==> src/rtl/led_counter_pwm_pkg.sv <==
// led_counter_pwm_pkg: shared constants and helpers for the button-driven
// saturating counter with PWM-dimmed LED display.
package led_counter_pwm_pkg;

    // Number of selectable duty levels and the index range they span
    localparam int          NUM_LEVELS     = 5;
    localparam logic [2:0]  DUTY_MAX_IDX   = 3'(NUM_LEVELS - 1);
    localparam logic [2:0]  DUTY_RESET_IDX = 3'd4;

    // Button bit positions inside usr_btn
    localparam int BTN_DEC_CNT = 0;
    localparam int BTN_INC_CNT = 1;
    localparam int BTN_DEC_PWM = 2;
    localparam int BTN_INC_PWM = 3;

    // Duty percentage for each level: 5/25/50/75/100 %
    function automatic int unsigned duty_pct(input logic [2:0] idx);
        int unsigned pct;
        case (idx)
            3'd0:    pct = 32'd5;
            3'd1:    pct = 32'd25;
            3'd2:    pct = 32'd50;
            3'd3:    pct = 32'd75;
            3'd4:    pct = 32'd100;
            default: pct = 32'd0;
        endcase
        return pct;
    endfunction

    // Number of high cycles per PWM period for a level (integer division)
    function automatic int unsigned duty_threshold(input logic [2:0]  idx,
                                                   input int unsigned period);
        return (duty_pct(idx) * period) / 32'd100;
    endfunction

endpackage

==> src/rtl/led_counter_pwm_btn_debounce.sv <==
// btn_debounce: two-flop synchroniser, stable-level debouncer and press
// (rising-edge) pulse generator for one raw push-button.
// Optional auto-repeat of the press pulse while held: define AUTO_REPEAT_EN.
module btn_debounce #(
    parameter int DEBOUNCE_CYCLES = 4
`ifdef AUTO_REPEAT_EN
    ,
    parameter int REPEAT_CYCLES   = 16
`endif
) (
    input  logic clk,
    input  logic reset_n,
    input  logic btn_raw,
    output logic press
);

    localparam int DW = $clog2(DEBOUNCE_CYCLES + 1);

    logic          sync1_r;
    logic          sync2_r;
    logic          deb_r;
    logic          deb_d_r;
    logic [DW-1:0] deb_cnt_r;

    // Bring the asynchronous button into the clock domain
    always_ff @(posedge clk) begin
        if (reset_n) begin
            sync1_r <= 1'b0;
            sync2_r <= 1'b0;
        end else begin
            sync1_r <= btn_raw;
            sync2_r <= sync1_r;
        end
    end

    // Count consecutive differing cycles; the level flips on the
    // DEBOUNCE_CYCLES-th one, so a raw edge lands in deb_r after D+1 edges
    always_ff @(posedge clk) begin
        if (reset_n) begin
            deb_r     <= 1'b0;
            deb_cnt_r <= DW'(0);
        end else if (sync2_r != deb_r) begin
            if (deb_cnt_r == DW'(DEBOUNCE_CYCLES - 1)) begin
                deb_r     <= sync2_r;
                deb_cnt_r <= DW'(0);
            end else begin
                deb_cnt_r <= deb_cnt_r + DW'(1);
            end
        end else begin
            deb_cnt_r <= DW'(0);
        end
    end

    // Previous debounced level for rising-edge detection
    always_ff @(posedge clk) begin
        if (reset_n) begin
            deb_d_r <= 1'b0;
        end else begin
            deb_d_r <= deb_r;
        end
    end

`ifdef AUTO_REPEAT_EN
    localparam int RW = $clog2(REPEAT_CYCLES + 1);

    logic [RW-1:0] rep_cnt_r;

    // Phase counter while held: returns to zero every REPEAT_CYCLES cycles
    // after the initial press, cleared on release
    always_ff @(posedge clk) begin
        if (reset_n) begin
            rep_cnt_r <= RW'(0);
        end else if (!deb_r) begin
            rep_cnt_r <= RW'(0);
        end else if (rep_cnt_r == RW'(REPEAT_CYCLES - 1)) begin
            rep_cnt_r <= RW'(0);
        end else begin
            rep_cnt_r <= rep_cnt_r + RW'(1);
        end
    end

    assign press = deb_r & (~deb_d_r | (rep_cnt_r == RW'(0)));
`else
    assign press = deb_r & ~deb_d_r;
`endif

endmodule

==> src/rtl/led_counter_pwm.sv <==
// led_counter_pwm: four debounced buttons step a WIDTH-bit signed saturating
// counter and a five-level duty index; the counter drives the LEDs gated by a
// period-aligned PWM. Optional button auto-repeat: define AUTO_REPEAT_EN.
module led_counter_pwm
    import led_counter_pwm_pkg::*;
#(
    parameter int WIDTH           = 4,
    parameter int DEBOUNCE_CYCLES = 4,
    parameter int PWM_PERIOD      = 100,
    parameter int REPEAT_CYCLES   = 16
) (
    input  logic                    clk,
    input  logic                    reset_n,
    input  logic [3:0]              usr_btn,
    output logic [WIDTH-1:0]        usr_led,
    output logic                    pwm_signal,
    output logic [2:0]              duty_idx,
    output logic signed [WIDTH-1:0] count
);

    localparam int CW = $clog2(PWM_PERIOD);
    localparam int TW = $clog2(PWM_PERIOD + 1);

    localparam logic signed [WIDTH-1:0] CNT_MAX = {1'b0, {(WIDTH-1){1'b1}}};
    localparam logic signed [WIDTH-1:0] CNT_MIN = {1'b1, {(WIDTH-1){1'b0}}};
    localparam logic [TW-1:0] THRESH_RESET =
        TW'(duty_threshold(DUTY_RESET_IDX, $unsigned(PWM_PERIOD)));

    // Reject parameter values outside the supported range at elaboration
    if (WIDTH < 2 || WIDTH > 16) begin : g_bad_width
        $error("led_counter_pwm: WIDTH must be 2..16");
    end
    if (DEBOUNCE_CYCLES < 2) begin : g_bad_debounce
        $error("led_counter_pwm: DEBOUNCE_CYCLES must be >= 2");
    end
    if (PWM_PERIOD < 100) begin : g_bad_period
        $error("led_counter_pwm: PWM_PERIOD must be >= 100");
    end
    if (REPEAT_CYCLES < 1) begin : g_bad_repeat
        $error("led_counter_pwm: REPEAT_CYCLES must be >= 1");
    end

    logic [3:0]              press_s;
    logic                    inc_cnt_s;
    logic                    dec_cnt_s;
    logic                    inc_pwm_s;
    logic                    dec_pwm_s;
    logic signed [WIDTH-1:0] count_r;
    logic signed [WIDTH-1:0] count_next_s;
    logic [2:0]              duty_idx_r;
    logic [2:0]              duty_next_s;
    logic [CW-1:0]           pwm_cnt_r;
    logic                    pwm_wrap_s;
    logic [TW-1:0]           thresh_r;
    logic [TW-1:0]           thresh_next_s;
    logic                    pwm_signal_r;
    logic [WIDTH-1:0]        usr_led_r;

    for (genvar i = 0; i < 4; i++) begin : g_btn
        btn_debounce #(
            .DEBOUNCE_CYCLES (DEBOUNCE_CYCLES)
`ifdef AUTO_REPEAT_EN
            ,
            .REPEAT_CYCLES   (REPEAT_CYCLES)
`endif
        ) u_debounce (
            .clk     (clk),
            .reset_n (reset_n),
            .btn_raw (usr_btn[i]),
            .press   (press_s[i])
        );
    end

    assign dec_cnt_s = press_s[BTN_DEC_CNT];
    assign inc_cnt_s = press_s[BTN_INC_CNT];
    assign dec_pwm_s = press_s[BTN_DEC_PWM];
    assign inc_pwm_s = press_s[BTN_INC_PWM];

    // Saturating counter step; opposing presses in one cycle cancel
    always_comb begin
        count_next_s = count_r;
        case ({inc_cnt_s, dec_cnt_s})
            2'b10: begin
                if (count_r != CNT_MAX) begin
                    count_next_s = count_r + WIDTH'(1);
                end else begin
                    count_next_s = count_r;
                end
            end
            2'b01: begin
                if (count_r != CNT_MIN) begin
                    count_next_s = count_r - WIDTH'(1);
                end else begin
                    count_next_s = count_r;
                end
            end
            default: count_next_s = count_r;
        endcase
    end

    // Saturating duty index step; opposing presses in one cycle cancel
    always_comb begin
        duty_next_s = duty_idx_r;
        case ({inc_pwm_s, dec_pwm_s})
            2'b10: begin
                if (duty_idx_r != DUTY_MAX_IDX) begin
                    duty_next_s = duty_idx_r + 3'd1;
                end else begin
                    duty_next_s = duty_idx_r;
                end
            end
            2'b01: begin
                if (duty_idx_r != 3'd0) begin
                    duty_next_s = duty_idx_r - 3'd1;
                end else begin
                    duty_next_s = duty_idx_r;
                end
            end
            default: duty_next_s = duty_idx_r;
        endcase
    end

    // Counter and duty index state
    always_ff @(posedge clk) begin
        if (reset_n) begin
            count_r    <= WIDTH'(0);
            duty_idx_r <= DUTY_RESET_IDX;
        end else begin
            count_r    <= count_next_s;
            duty_idx_r <= duty_next_s;
        end
    end

    assign pwm_wrap_s    = (pwm_cnt_r == CW'(PWM_PERIOD - 1));
    assign thresh_next_s = TW'(duty_threshold(duty_idx_r, $unsigned(PWM_PERIOD)));

    // Free-running period counter 0..PWM_PERIOD-1
    always_ff @(posedge clk) begin
        if (reset_n) begin
            pwm_cnt_r <= CW'(0);
        end else if (pwm_wrap_s) begin
            pwm_cnt_r <= CW'(0);
        end else begin
            pwm_cnt_r <= pwm_cnt_r + CW'(1);
        end
    end

    // Threshold only reloads at the period boundary so a duty change
    // never cuts a running period short
    always_ff @(posedge clk) begin
        if (reset_n) begin
            thresh_r <= THRESH_RESET;
        end else if (pwm_wrap_s) begin
            thresh_r <= thresh_next_s;
        end else begin
            thresh_r <= thresh_r;
        end
    end

    // Registered PWM compare and LED gating
    always_ff @(posedge clk) begin
        if (reset_n) begin
            pwm_signal_r <= 1'b0;
            usr_led_r    <= WIDTH'(0);
        end else begin
            pwm_signal_r <= (TW'(pwm_cnt_r) < thresh_r);
            if (pwm_signal_r) begin
                usr_led_r <= count_r;
            end else begin
                usr_led_r <= WIDTH'(0);
            end
        end
    end

    assign count      = count_r;
    assign duty_idx   = duty_idx_r;
    assign pwm_signal = pwm_signal_r;
    assign usr_led    = usr_led_r;

endmodule

==> config.mk <==
export PLATFORM = sky130hd
export DESIGN_NAME = led_counter_pwm
export DESIGN_NICKNAME = d
export VERILOG_FILES = /design/src/rtl/led_counter_pwm_pkg.sv /design/src/rtl/led_counter_pwm_btn_debounce.sv /design/src/rtl/led_counter_pwm.sv
export SDC_FILE = /design/constraint.sdc
export NUM_CORES = 1
export LEC_CHECK = 0
export ABC_AREA = 1
export BUFFER_PORTS_ARGS = -buffer_cell sky130_fd_sc_hd__buf_2
export CAP_MARGIN = 20
export CORE_ASPECT_RATIO = 1.75
export CORE_MARGIN = 1.5
export CORE_UTILIZATION = 55
export CTS_CLUSTER_DIAMETER = 200
export DETAILED_ROUTE_END_ITERATION = 6
export HOLD_SLACK_MARGIN = 0.03
export PLACE_DENSITY = 0.75
export REMOVE_ABC_BUFFERS = 1
export SYNTH_ARGS = -nofsm -noshare
export SYNTH_HDL_FRONTEND = slang
export SYNTH_SLANG_ARGS = --single-unit
export TNS_END_PERCENT = 10
==> constraint.sdc <==
create_clock -name clk -period 8.7 [get_ports clk]
set_input_delay 1.74 -clock clk [delete_from_list [all_inputs] [get_ports clk]]
set_output_delay 1.74 -clock clk [all_outputs]
set_load 0.02 [all_outputs]
==> metrics.txt, run 1 <==
I/O Buffers=17; Filler cells=796; area of the multi-input gates=5130 sq um; share of cells above drive strength 1=33.5%; commonest non-fill, non-tap cell in the layout=nand2_1; clock power share=28.5%; sequential share of power=35.1%; Critical Path Max Stage Delay=490 ps; Seq cells post-synth=54; FP Rows=50; largest net degree at the start of global routing=22; Total Routing Usage GR=28.5%; nets=1,163; Synth Cell Area=5920 sq um; Layout area overhead=36.8%; Setup Viol. Count Final=0; Fmax=0.115 GHz; Max Slew Vio Count=0; max-cap violation count=0; outcome=complete, no violations; Final Skew=9.56 ps; clock-pin slew on the worst setup and hold paths=70 ps; Final HPWL DP=12,700 microns; DRT iter0 DRCs=403; Psw=260 uW; global-route wire length before repair=25,800 microns; switch share=36.2%; kind of critical path=flip-flop to flip-flop; Hold Crit Class=flip-flop to flip-flop; cts bufs inserted=5; crit path max fanout=8; Syn Area/Cell=6.01 sq um; vias in the first global route=6,120; most frequent cells in the layout=nand2_1, inv_1, buf_4; internal power=458 uW; n_diodes=0; Design Area, Final=8090 sq um; crit path DAT=8890 ps; Syn Inst Count=985; GRT Residual Overflow=0; CP Launch Type=flip-flop; CTS tree=yes; Slew @ Worst Pin=549 ps; synth unique cells=47; Max H-tree Level=2; Post-DRT Antenna Nets=0; antenna violations before repair=0; worst r2r src=duty_idx[0]$_SDFFE_PP0P_; die area=11,400 sq um; Vias per Instance=5.70; Worst Path Required=8890 ps; clock buffer depth=2; P_leak=0.00409 uW; Slowest-stage cell, CP=fa_1; relative max-transition margin=63.0%; routed vias=7,016; drt pass-1 iters=5; Core Area=10,600 sq um; combinational power share=36.4%; worst setup path startpoint=duty_idx[0]$_SDFFE_PP0P_; Reg area=1090 sq um; Die Y=140 microns; Hold Violations, Final=0; Max VDD drop=0.000153 V; CTS Root Cell=clkbuf_16; Routability Congestion=0.955; Warnings, synthesis=0; Seq/Total Area, Yosys=18.3%; minimum clock period=8700 ps; Ports=18; placed cell area=6440 sq um; final worst path period share=100%; residual DRC count=0; Final Power=718 uW; critical path endpoint category=flip-flop; Starting Density=56.0%; final WL=18,900 microns; Power Density=88.8 nW/um^2; Sinks on Clock Net=54; WL/cell=15.4 microns; clk_lat worst skew=300 ps; hold wc startpoint=g_btn[2].u_debounce.sync1_r$_SDFF_PP0_; die width=81.4 microns
## final cells by class
| type | count | share of cell area, % |
|---|---|---|
| Tap cell | 130 | 2.01 |
| Inverter | 168 | 7.96 |
| Multi-Input combinational cell | 751 | 63.4 |
| Clock buffer | 5 | 1.55 |
| Sequential cell | 54 | 13.5 |
| Clock inverter | 3 | 0.356 |
| Timing Repair Buffer | 119 | 11.2 |
## registers in the layout (all words and copies together) (netlist names)
name / cells
count: 4
duty_idx: 3
g_btn.u_debounce.deb_cnt_r: 12
g_btn.u_debounce.deb_d_r: 4
g_btn.u_debounce.deb_r: 4
g_btn.u_debounce.sync1_r: 4
g_btn.u_debounce.sync2_r: 4
pwm_cnt_r: 7
pwm_signal: 1
thresh_r: 7
usr_led: 4
## power by group through the flow
| stage | sequential [uW] | clock (uW) | combinational, uW |
|---|---|---|---|
| final | 252 | 205 | 261 |
| after global routing | 253 | 217 | 283 |
| after CTS | 253 | 207 | 184 |
| after detailed placement | 259 | 0 | 171 |
| after global placement | 259 | 0 | 171 |
| after floorplan | 259 | 0 | 132 |
## Yosys cell counts (all sizes together)
library cell	n	area share, %
nand2	280	19
inv	166	11
nor2	123	8.6
nand3	99	9.3
ha	55	12
dfxtp	54	18
a21oi	47	4.4
o21ai	34	2.9
nand4	31	3.3
xor2	17	2.5
nor3	12	1.1
o211ai	8	1.0
buf	7	0.85
clkbuf	7	0.44
a31oi	6	0.63
nand3b	6	0.76
or2	5	0.53
o22ai	4	0.42
fa	3	1.0
xnor2	3	0.44
a211oi	2	0.25
a22oi	2	0.25
clkinv	2	0.13
nor3b	2	0.25
o21a	2	0.25
o31ai	2	0.25
a21boi	1	0.13
a21o	1	0.13
and3	1	0.11
conb	1	0.063
nor4	1	0.11
o221ai	1	0.15
## worst paths after layout
check | to | slack (ps) | depth (start not counted)
worst min-delay path | g_btn[2].u_debounce.sync2_r$_SDFF_PP0_ | 400 | 2
worst min register to register | g_btn[2].u_debounce.sync2_r$_SDFF_PP0_ | 400 | 2
worst max-delay path | thresh_r[0]$_SDFFE_PP0P_ | 2 | 64
worst max register to register | thresh_r[0]$_SDFFE_PP0P_ | 2 | 64
## metal layers
metal  vias to the layer above  track usage [%]  part of all wire [%]
met2                       274             54.6                    55
met3                       145             3.65                   3.4
met5                         -                0                     0
li1                       3400                -                     -
met4                         0             20.7                   8.3
met1                      3197             25.7                    34
## worst max-delay path, delay by kind of cell, from the launching register on
kind,cells,cell delay [ps]
AOI/OAI and AO/OA,7,1120
adders and majority gates,6,1590
buffers and inverters,14,1400
DFF,1,340
and+or+nand+nor,37,4140
## metrics by stage
step	TNS [ps]	hold WS, ps	util, %	setup WS, ps	std cells
after CTS	0	399	64.0	0.296	1186
final	0	400	76.6	2.06	1230
after global placement	-60.6	392	60.9	-60.6	1165
after global routing	-629	431	76.6	-454	1230
after floorplan	-262	388	-	-262	971
after detailed placement	-140	397	60.9	-140	1165
## repair_timing
item	4_1_cts	5_1_grt
endpoints found under the setup margin	1	2
hold buffers	0	0
pin swaps	12	95
gates cloned	1	1
gates resized for setup	13	256
buffers inserted	12	43
## cells by family (layout without fill, tap and decap cells)
| logic type | count (synthesis) | in the layout | synth area share (%) |
|---|---|---|---|
| other | 1 | 1 | 0.0634 |
| adder cells (fa/ha/maj) | 58 | 58 | 12.6 |
| flip-flops | 54 | 54 | 18.3 |
| buffers and inverters | 182 | 295 | 11.9 |
| AO/OA/AOI/OAI | 110 | 110 | 10.8 |
| AND/OR/NAND/NOR | 560 | 562 | 43.3 |
| XOR/XNOR | 20 | 20 | 2.96 |
(Power assumes the default switching activity.)
==> inputs of run 2 (changes only) <==
--- a/config.mk
+++ b/config.mk
@@ -18,5 +18,6 @@
 export REMOVE_ABC_BUFFERS = 1
 export SYNTH_ARGS = -nofsm -noshare
 export SYNTH_HDL_FRONTEND = slang
+export SYNTH_HIERARCHICAL = 1
 export SYNTH_SLANG_ARGS = --single-unit
 export TNS_END_PERCENT = 10
==> run 2 against run 1 <==
Against the previous run: sequential power about the same; non-clock buffer count decreased by 30; cell count is 0.98% higher; largest cell class unchanged; via count shrank 1.0%.
==> metrics.txt, run 2 <==
outcome=complete, no violations; Synth Cell Area=6250 sq um (+5.6%); n_diodes=0 (unchanged); critical path endpoint category=flip-flop; DRT iter0 DRCs=481 (+19%); dpl ws=-125 ps (+14.8 ps); Setup Viol. Count Final=0 (unchanged); top cells by area, synth=dfxtp_1, nand2_1, ha_1, inv_1, nor2_1; residual DRC count=0 (unchanged); Warnings, synthesis=6 (+6); fin cells=1,242 (+0.98%); clock-pin slew on the worst setup and hold paths=70 ps (about the same); CTS Root Cell=clkbuf_16; Most used DFF post-synth=dfxtp_1; top cell types by occurrence after synthesis=nand2_1, inv_1, nor2_1; die area=12,000 sq um (+5.5%); Largest Register=g_btn.u_debounce/deb_cnt_r; Filler cells=888 (+12%); Fmax=0.118 GHz (+2.9%); WL/cell=14.5 microns (-5.5%); most used cell, CP=nand2_1; Psw=207 uW (-21%); nets=1,173 (+0.86%); Layout area overhead=28.4%; switch share=32.7% (-3.6 points); CTS tree=yes; Core Area=11,100 sq um (+5.0%); kind of critical path=flip-flop to flip-flop; share of cells above drive strength 1=32.0% (-1.5 points); Final Skew=8.13 ps (-1.43 ps); Power Density=78.8 nW/um^2 (-11%); die width=83.6 microns (+2.7%); Worst Path Required=8890 ps (about the same); Starting Density=56.3% (+0.32 points); combinational power share=29.5% (-6.9 points); Max H-tree Level=2 (unchanged); Final HPWL DP=12,800 microns (+0.43%); # placed instances=1,194 (+2.5%); Die Y=144 microns (+2.7%); antenna violations before repair=0 (unchanged); clock power share=30.5% (+2.0 points); routed vias=6,945 (-1.0%); post-synthesis async set-or-reset flop share=0% (unchanged); largest net degree at the start of global routing=26 (+18%); Largest regs=g_btn.u_debounce/deb_cnt_r (12), pwm_cnt_r (7), thresh_r (7); top cell type's share of synthesized area=17.3% (-0.97 points); Seq cells post-synth=54 (unchanged); Syn Inst Count=1,021 (+3.7%); cts bufs inserted=5 (unchanged); global-route wire length before repair=25,800 microns (-0.32%); Final Power=632 uW (-12%); P_leak=0.00397 uW (-3.0%); clock buffer depth=2 (unchanged); synth unique cells=51 (+8.5%); Seq/Total Area, Yosys=17.3% (-0.97 points); Post-synth EDFFs=0 (unchanged); Slowest-stage cell, CP=fa_1; Sinks on Clock Net=54 (unchanged); Total Routing Usage GR=25.6% (-2.9 points); sequential share of power=40.0% (+4.9 points); Post-DRT Antenna Nets=0 (unchanged); max FFs per register=12 (unchanged); minimum clock period=8450 ps (-244 ps); crit path max fanout=8 (unchanged); relative max-transition margin=54.9% (-8.1 points); sum of negative setup slack=0 ps (unchanged); Ports=18 (unchanged); FP Rows=51 (+2.0%); Slew @ Worst Pin=672 ps (+123 ps); internal power=426 uW (-7.1%); leading area contributor after synthesis=dfxtp_1; GRT Residual Overflow=0 (unchanged); most frequent cells in the layout=nand2_1, inv_1, nor2_1; crit path DAT=8640 ps (-250 ps); I/O Buffers=17 (unchanged); final WL=18,000 microns (-4.6%); Hold Crit Class=flip-flop to flip-flop; fin worst setup slack=246 ps (+244 ps); top-count cell post-synth=nand2_1; Syn Area/Cell=6.12 sq um (+1.9%); Routability Congestion=0.934 (-2.1%); drt pass-1 iters=5 (unchanged); hold-fix buffers at CTS=0 (unchanged); Max VDD drop=0.000115 V (-24%); clk_lat worst skew=290 ps (about the same); Max Slew Vio Count=0 (unchanged); Critical Path Max Stage Delay=430 ps (-60 ps); commonest non-fill, non-tap cell in the layout=nand2_1; vias in the first global route=6,062 (-0.95%); Vias per Instance=5.59 (-2.0%); Hold Violations, Final=0 (unchanged); CP Launch Type=flip-flop; final worst path period share=97.2% (-2.8 points); max-cap violation count=0 (unchanged)
run 2: path summary, 6_finish.rpt:
kind              slack [ps]                                   start                                endpoint  depth (start not counted)
setup reg to reg         250                duty_idx[0]$_SDFFE_PP0P_                thresh_r[0]$_SDFFE_PP0P_                         66
hold reg to reg          410  g_btn[0].u_debounce/sync1_r$_SDFF_PP0_  g_btn[0].u_debounce/sync2_r$_SDFF_PP0_                          2
setup / recovery         250                duty_idx[0]$_SDFFE_PP0P_                thresh_r[0]$_SDFFE_PP0P_                         66
hold / removal           410  g_btn[0].u_debounce/sync1_r$_SDFF_PP0_  g_btn[0].u_debounce/sync2_r$_SDFF_PP0_                          2
run 2: area by class of cell:
type / count / area [sq um] / area share (%)
well taps: 132 / 165 / 2.06
inverters: 178 / 678 / 8.45
clock buffers: 6 / 129 / 1.61
repair buffers: 89 / 686 / 8.54
clock inverters: 2 / 13.8 / 0.171
multi-input cells: 781 / 5270 / 65.7
flip-flops and latches: 54 / 1080 / 13.5
run 2: timing repair:
item                                    CTS  global route
setup buffers                             1            35
cloned                                    0             4
resized for setup                         4           218
pin swaps                                 1            79
endpoints found under the setup margin    1             2
run 2: power by group through the flow:
| stage | clock network, uW | registers, uW | logic, uW |
|---|---|---|---|
| after global routing | 207 | 253 | 206 |
| final | 193 | 253 | 187 |
| after CTS | 196 | 253 | 137 |
| after floorplan | 0 | 259 | 105 |
| after detailed placement | 0 | 259 | 134 |
| after global placement | 0 | 259 | 133 |
run 2: kinds of logic after synthesis:
kind of cell               share of synthesized area (%)
AOI/OAI and AO/OA                                   9.99
and+or+nand+nor                                     45.6
other                                             0.0600
xor gates and xnor gates                            2.94
adders and majority gates                           12.0
DFF                                                 17.3
buffers and inverters                               12.1
run 2: critical path, delay by kind of cell (launching register included):
family | cells | cell delay [ps]
buffers and inverters | 8 | 760
adders and majority gates | 5 | 1190
DFF | 1 | 330
AOI/OAI and AO/OA | 6 | 700
and+or+nand+nor | 47 | 5330
run 2: layer usage:
| metal | vias to the layer above | part of all wire, % | GRT usage, % |
|---|---|---|---|
| li1 | 3463 | - | - |
| met1 | 3138 | 37 | 25.9 |
| met2 | 246 | 54 | 51.0 |
| met3 | 98 | 3.6 | 2.74 |
| met4 | 0 | 5.9 | 12.8 |
| met5 | - | 0 | 0 |
run 2: per-stage QoR:
stage	util (%)	hold slack (ps)	instance area [sq um]
floorplan	-	388	6160
global placement	60.2	392	6680
detailed placement	60.2	392	6680
CTS	61.7	409	6850
global route	72.3	416	8030
finish	72.3	406	8030
==> inputs of run 3 (changes only) <==
--- a/config.mk
+++ b/config.mk
@@ -8,11 +8,12 @@
 export ABC_AREA = 1
 export BUFFER_PORTS_ARGS = -buffer_cell sky130_fd_sc_hd__buf_2
 export CAP_MARGIN = 20
-export CORE_ASPECT_RATIO = 1.75
+export CORE_ASPECT_RATIO = 0.6
 export CORE_MARGIN = 1.5
 export CORE_UTILIZATION = 55
 export CTS_CLUSTER_DIAMETER = 200
 export DETAILED_ROUTE_END_ITERATION = 6
+export GPL_TIMING_DRIVEN = 0
 export HOLD_SLACK_MARGIN = 0.03
 export PLACE_DENSITY = 0.75
 export REMOVE_ABC_BUFFERS = 1
==> run 3 against run 2 <==
Against the previous run: the flow now finishes with violations (DRC, setup timing); register-to-register slack got worse by 890 ps; worst hold slack worse by 1.9 ps; clock-buffer cell count decreased by 1; cell count is 2.7% higher; global-route usage rose by 2.9 points; clock power up 7%; fmax shrank 9.5%; final area rose by 8.2%; critical path depth decreased by 5; critical path type unchanged; largest cell class unchanged.
==> metrics.txt, run 3 (same netlist as run 2, synthesis figures left out) <==
outcome=finished, violations left; failing checks=DRC, setup timing; minimum clock period=9340 ps (+888 ps); Die Y=85.6 microns (-41%); GRT Residual Overflow=0 (unchanged); Power Density=76.8 nW/um^2 (-2.5%); routed vias=7,721 (+11%); die width=141 microns (+68%); CP Launch Type=flip-flop; Largest Register=g_btn.u_debounce/deb_cnt_r; die area=12,000 sq um (about the same); cts bufs inserted=5 (unchanged); Setup Viol. Count Final=2 (+2); DRT iter0 DRCs=1,114 (+130%); share of cells above drive strength 1=36.9% (+4.9 points); Filler cells=682 (-23%); nets=1,200 (+2.3%); Starting Density=57.8% (+1.5 points); I/O Buffers=17 (unchanged); final worst path period share=107% (+10 points); commonest non-fill, non-tap cell in the layout=nand2_1; Slowest-stage cell, CP=dfxtp_4; FP Rows=29 (-43%); # placed instances=1,165 (-2.4%); relative max-transition margin=42.6% (-12 points); WL/cell=17.3 microns (+19%); Largest regs=g_btn.u_debounce/deb_cnt_r (12), pwm_cnt_r (7), thresh_r (7); crit path max fanout=8 (unchanged); Slew @ Worst Pin=860 ps (+188 ps); Max VDD drop=0.000106 V (-8.6%); Post-DRT Antenna Nets=0 (unchanged); Ports=18 (unchanged); vias in the first global route=5,944 (-1.9%); drt pass-1 iters=7 (+2); residual DRC count=28 (+28); n_diodes=0 (unchanged); Vias per Instance=6.05 (+8.2%); antenna violations before repair=0 (unchanged); clk_lat worst skew=300 ps (about the same); Worst Path Required=8900 ps (about the same); Sinks on Clock Net=54 (unchanged); max FFs per register=12 (unchanged); final WL=22,100 microns (+23%); most frequent cells in the layout=nand2_1, inv_1, nor2_1; Max Slew Vio Count=0 (unchanged); largest net degree at the start of global routing=26 (unchanged); Max H-tree Level=2 (unchanged); hold-fix buffers at CTS=0 (unchanged); Core Area=10,800 sq um (-2.6%); CP delay by family, top=simple AND/OR/NAND/NOR gates; RSZ-0062 raised after global routing=true; CTS Root Cell=clkbuf_16; P_leak=0.00418 uW (+5.3%); fin cells=1,276 (+2.7%); Total Routing Usage GR=28.4% (+2.9 points); Layout area overhead=39.0%; clock buffer depth=2 (unchanged); crit path DAT=9540 ps (+900 ps); CTS tree=yes; fin worst setup slack=-642 ps (-888 ps); most used cell, CP=nand2_2; Hold Crit Class=flip-flop to flip-flop; dpl ws=-2590 ps (-2460 ps); Final Skew=3.84 ps (-4.28 ps); kind of critical path=flip-flop to flip-flop; clock-pin slew on the worst setup and hold paths=70 ps (about the same); Critical Path Max Stage Delay=430 ps (about the same); max-cap violation count=0 (unchanged); Crit path buffers/inverters=10 (+2); Final HPWL DP=12,300 microns (-4.1%); critical path endpoint category=flip-flop; Hold Violations, Final=0 (unchanged); Fmax=0.107 GHz (-9.5%); global-route wire length before repair=28,100 microns (+8.9%); Routability Congestion=0.934 (about the same)
==> run 3: cell types whose count changed in the layout (fill, tap and decap cells not counted), moves of 4 or more <==
cell,before,now
buf_6,6,11
buf_4,63,86
nand2_4,23,39
ha_1,45,38
inv_1,140,135
nand2_2,72,60
nand3_1,73,64
nand2_1,183,177
nor2_1,91,87
ha_4,5,15
nand3_2,20,24
nand3_4,18,23
==> run 3: worst reg2reg max path: cells and delay by family, from the launching register on <==
family	cells	cell delay (ps)
DFF	1	430
buffers and inverters	10	1220
adders and majority gates	5	1290
AOI/OAI and AO/OA	4	510
xor gates and xnor gates	1	160
and+or+nand+nor	41	5660
==> run 3: per-layer routing <==
layer | track usage (%) | up-vias | routed length [microns]
met5 | 0 | - | 0
met4 | 3.69 | 0 | 937
met3 | 5.75 | 137 | 2550
met2 | 41.9 | 559 | 9540
met1 | 43.4 | 3503 | 9090
li1 | - | 3522 | -
==> run 3: power by group <==
group / total [uW] / internal (uW) / switching [uW]
Combinational: 209 / 72.7 / 137
Sequential: 252 / 250 / 2.35
Clock: 206 / 109 / 96.5
==> run 3: path summary, 6_finish.rpt <==
check / from / endpoint / slack, ps / depth (start not counted)
min: g_btn[3].u_debounce/sync1_r$_SDFF_PP0_ / g_btn[3].u_debounce/sync2_r$_SDFF_PP0_ / 400 / 2
min reg2reg: g_btn[3].u_debounce/sync1_r$_SDFF_PP0_ / g_btn[3].u_debounce/sync2_r$_SDFF_PP0_ / 400 / 2
max reg2reg: duty_idx[1]$_SDFFE_PP0P_ / thresh_r[0]$_SDFFE_PP0P_ / -640 / 61
max: duty_idx[1]$_SDFFE_PP0P_ / thresh_r[0]$_SDFFE_PP0P_ / -640 / 61
==> run 3: layout make-up <==
| cell class | count | area [sq um] | area share [%] |
|---|---|---|---|
| flip-flops and latches | 54 | 1090 | 12.6 |
| well taps | 139 | 174 | 2.00 |
| multi-input cells | 782 | 5690 | 65.5 |
| clock inverters | 3 | 26.3 | 0.303 |
| clock buffers | 5 | 125 | 1.44 |
| repair buffers | 115 | 875 | 10.1 |
| inverters | 178 | 707 | 8.14 |
==> run 3: timing repair <==
item,in CTS,in global routing
gates cloned,5,0
gates resized for setup,96,215
endpoints found under the setup margin,4,2
pin swaps,35,112
hold endpoints to repair,0,0
buffers inserted,28,70
==> run 3: through the flow <==
| step | utilization (%) | hold WS, ps | total power, uW | TNS [ps] | area, sq um |
|---|---|---|---|---|---|
| floorplan | - | 388 | 364 | -415 | 6160 |
| global placement | 59.4 | 390 | 391 | -5540 | 6420 |
| detailed placement | 59.4 | 396 | 393 | -5980 | 6420 |
| CTS | 66.8 | 406 | 615 | 0 | 7220 |
| global route | 80.3 | 431 | 700 | -1660 | 8690 |
| finish | 80.3 | 404 | 667 | -932 | 8690 |
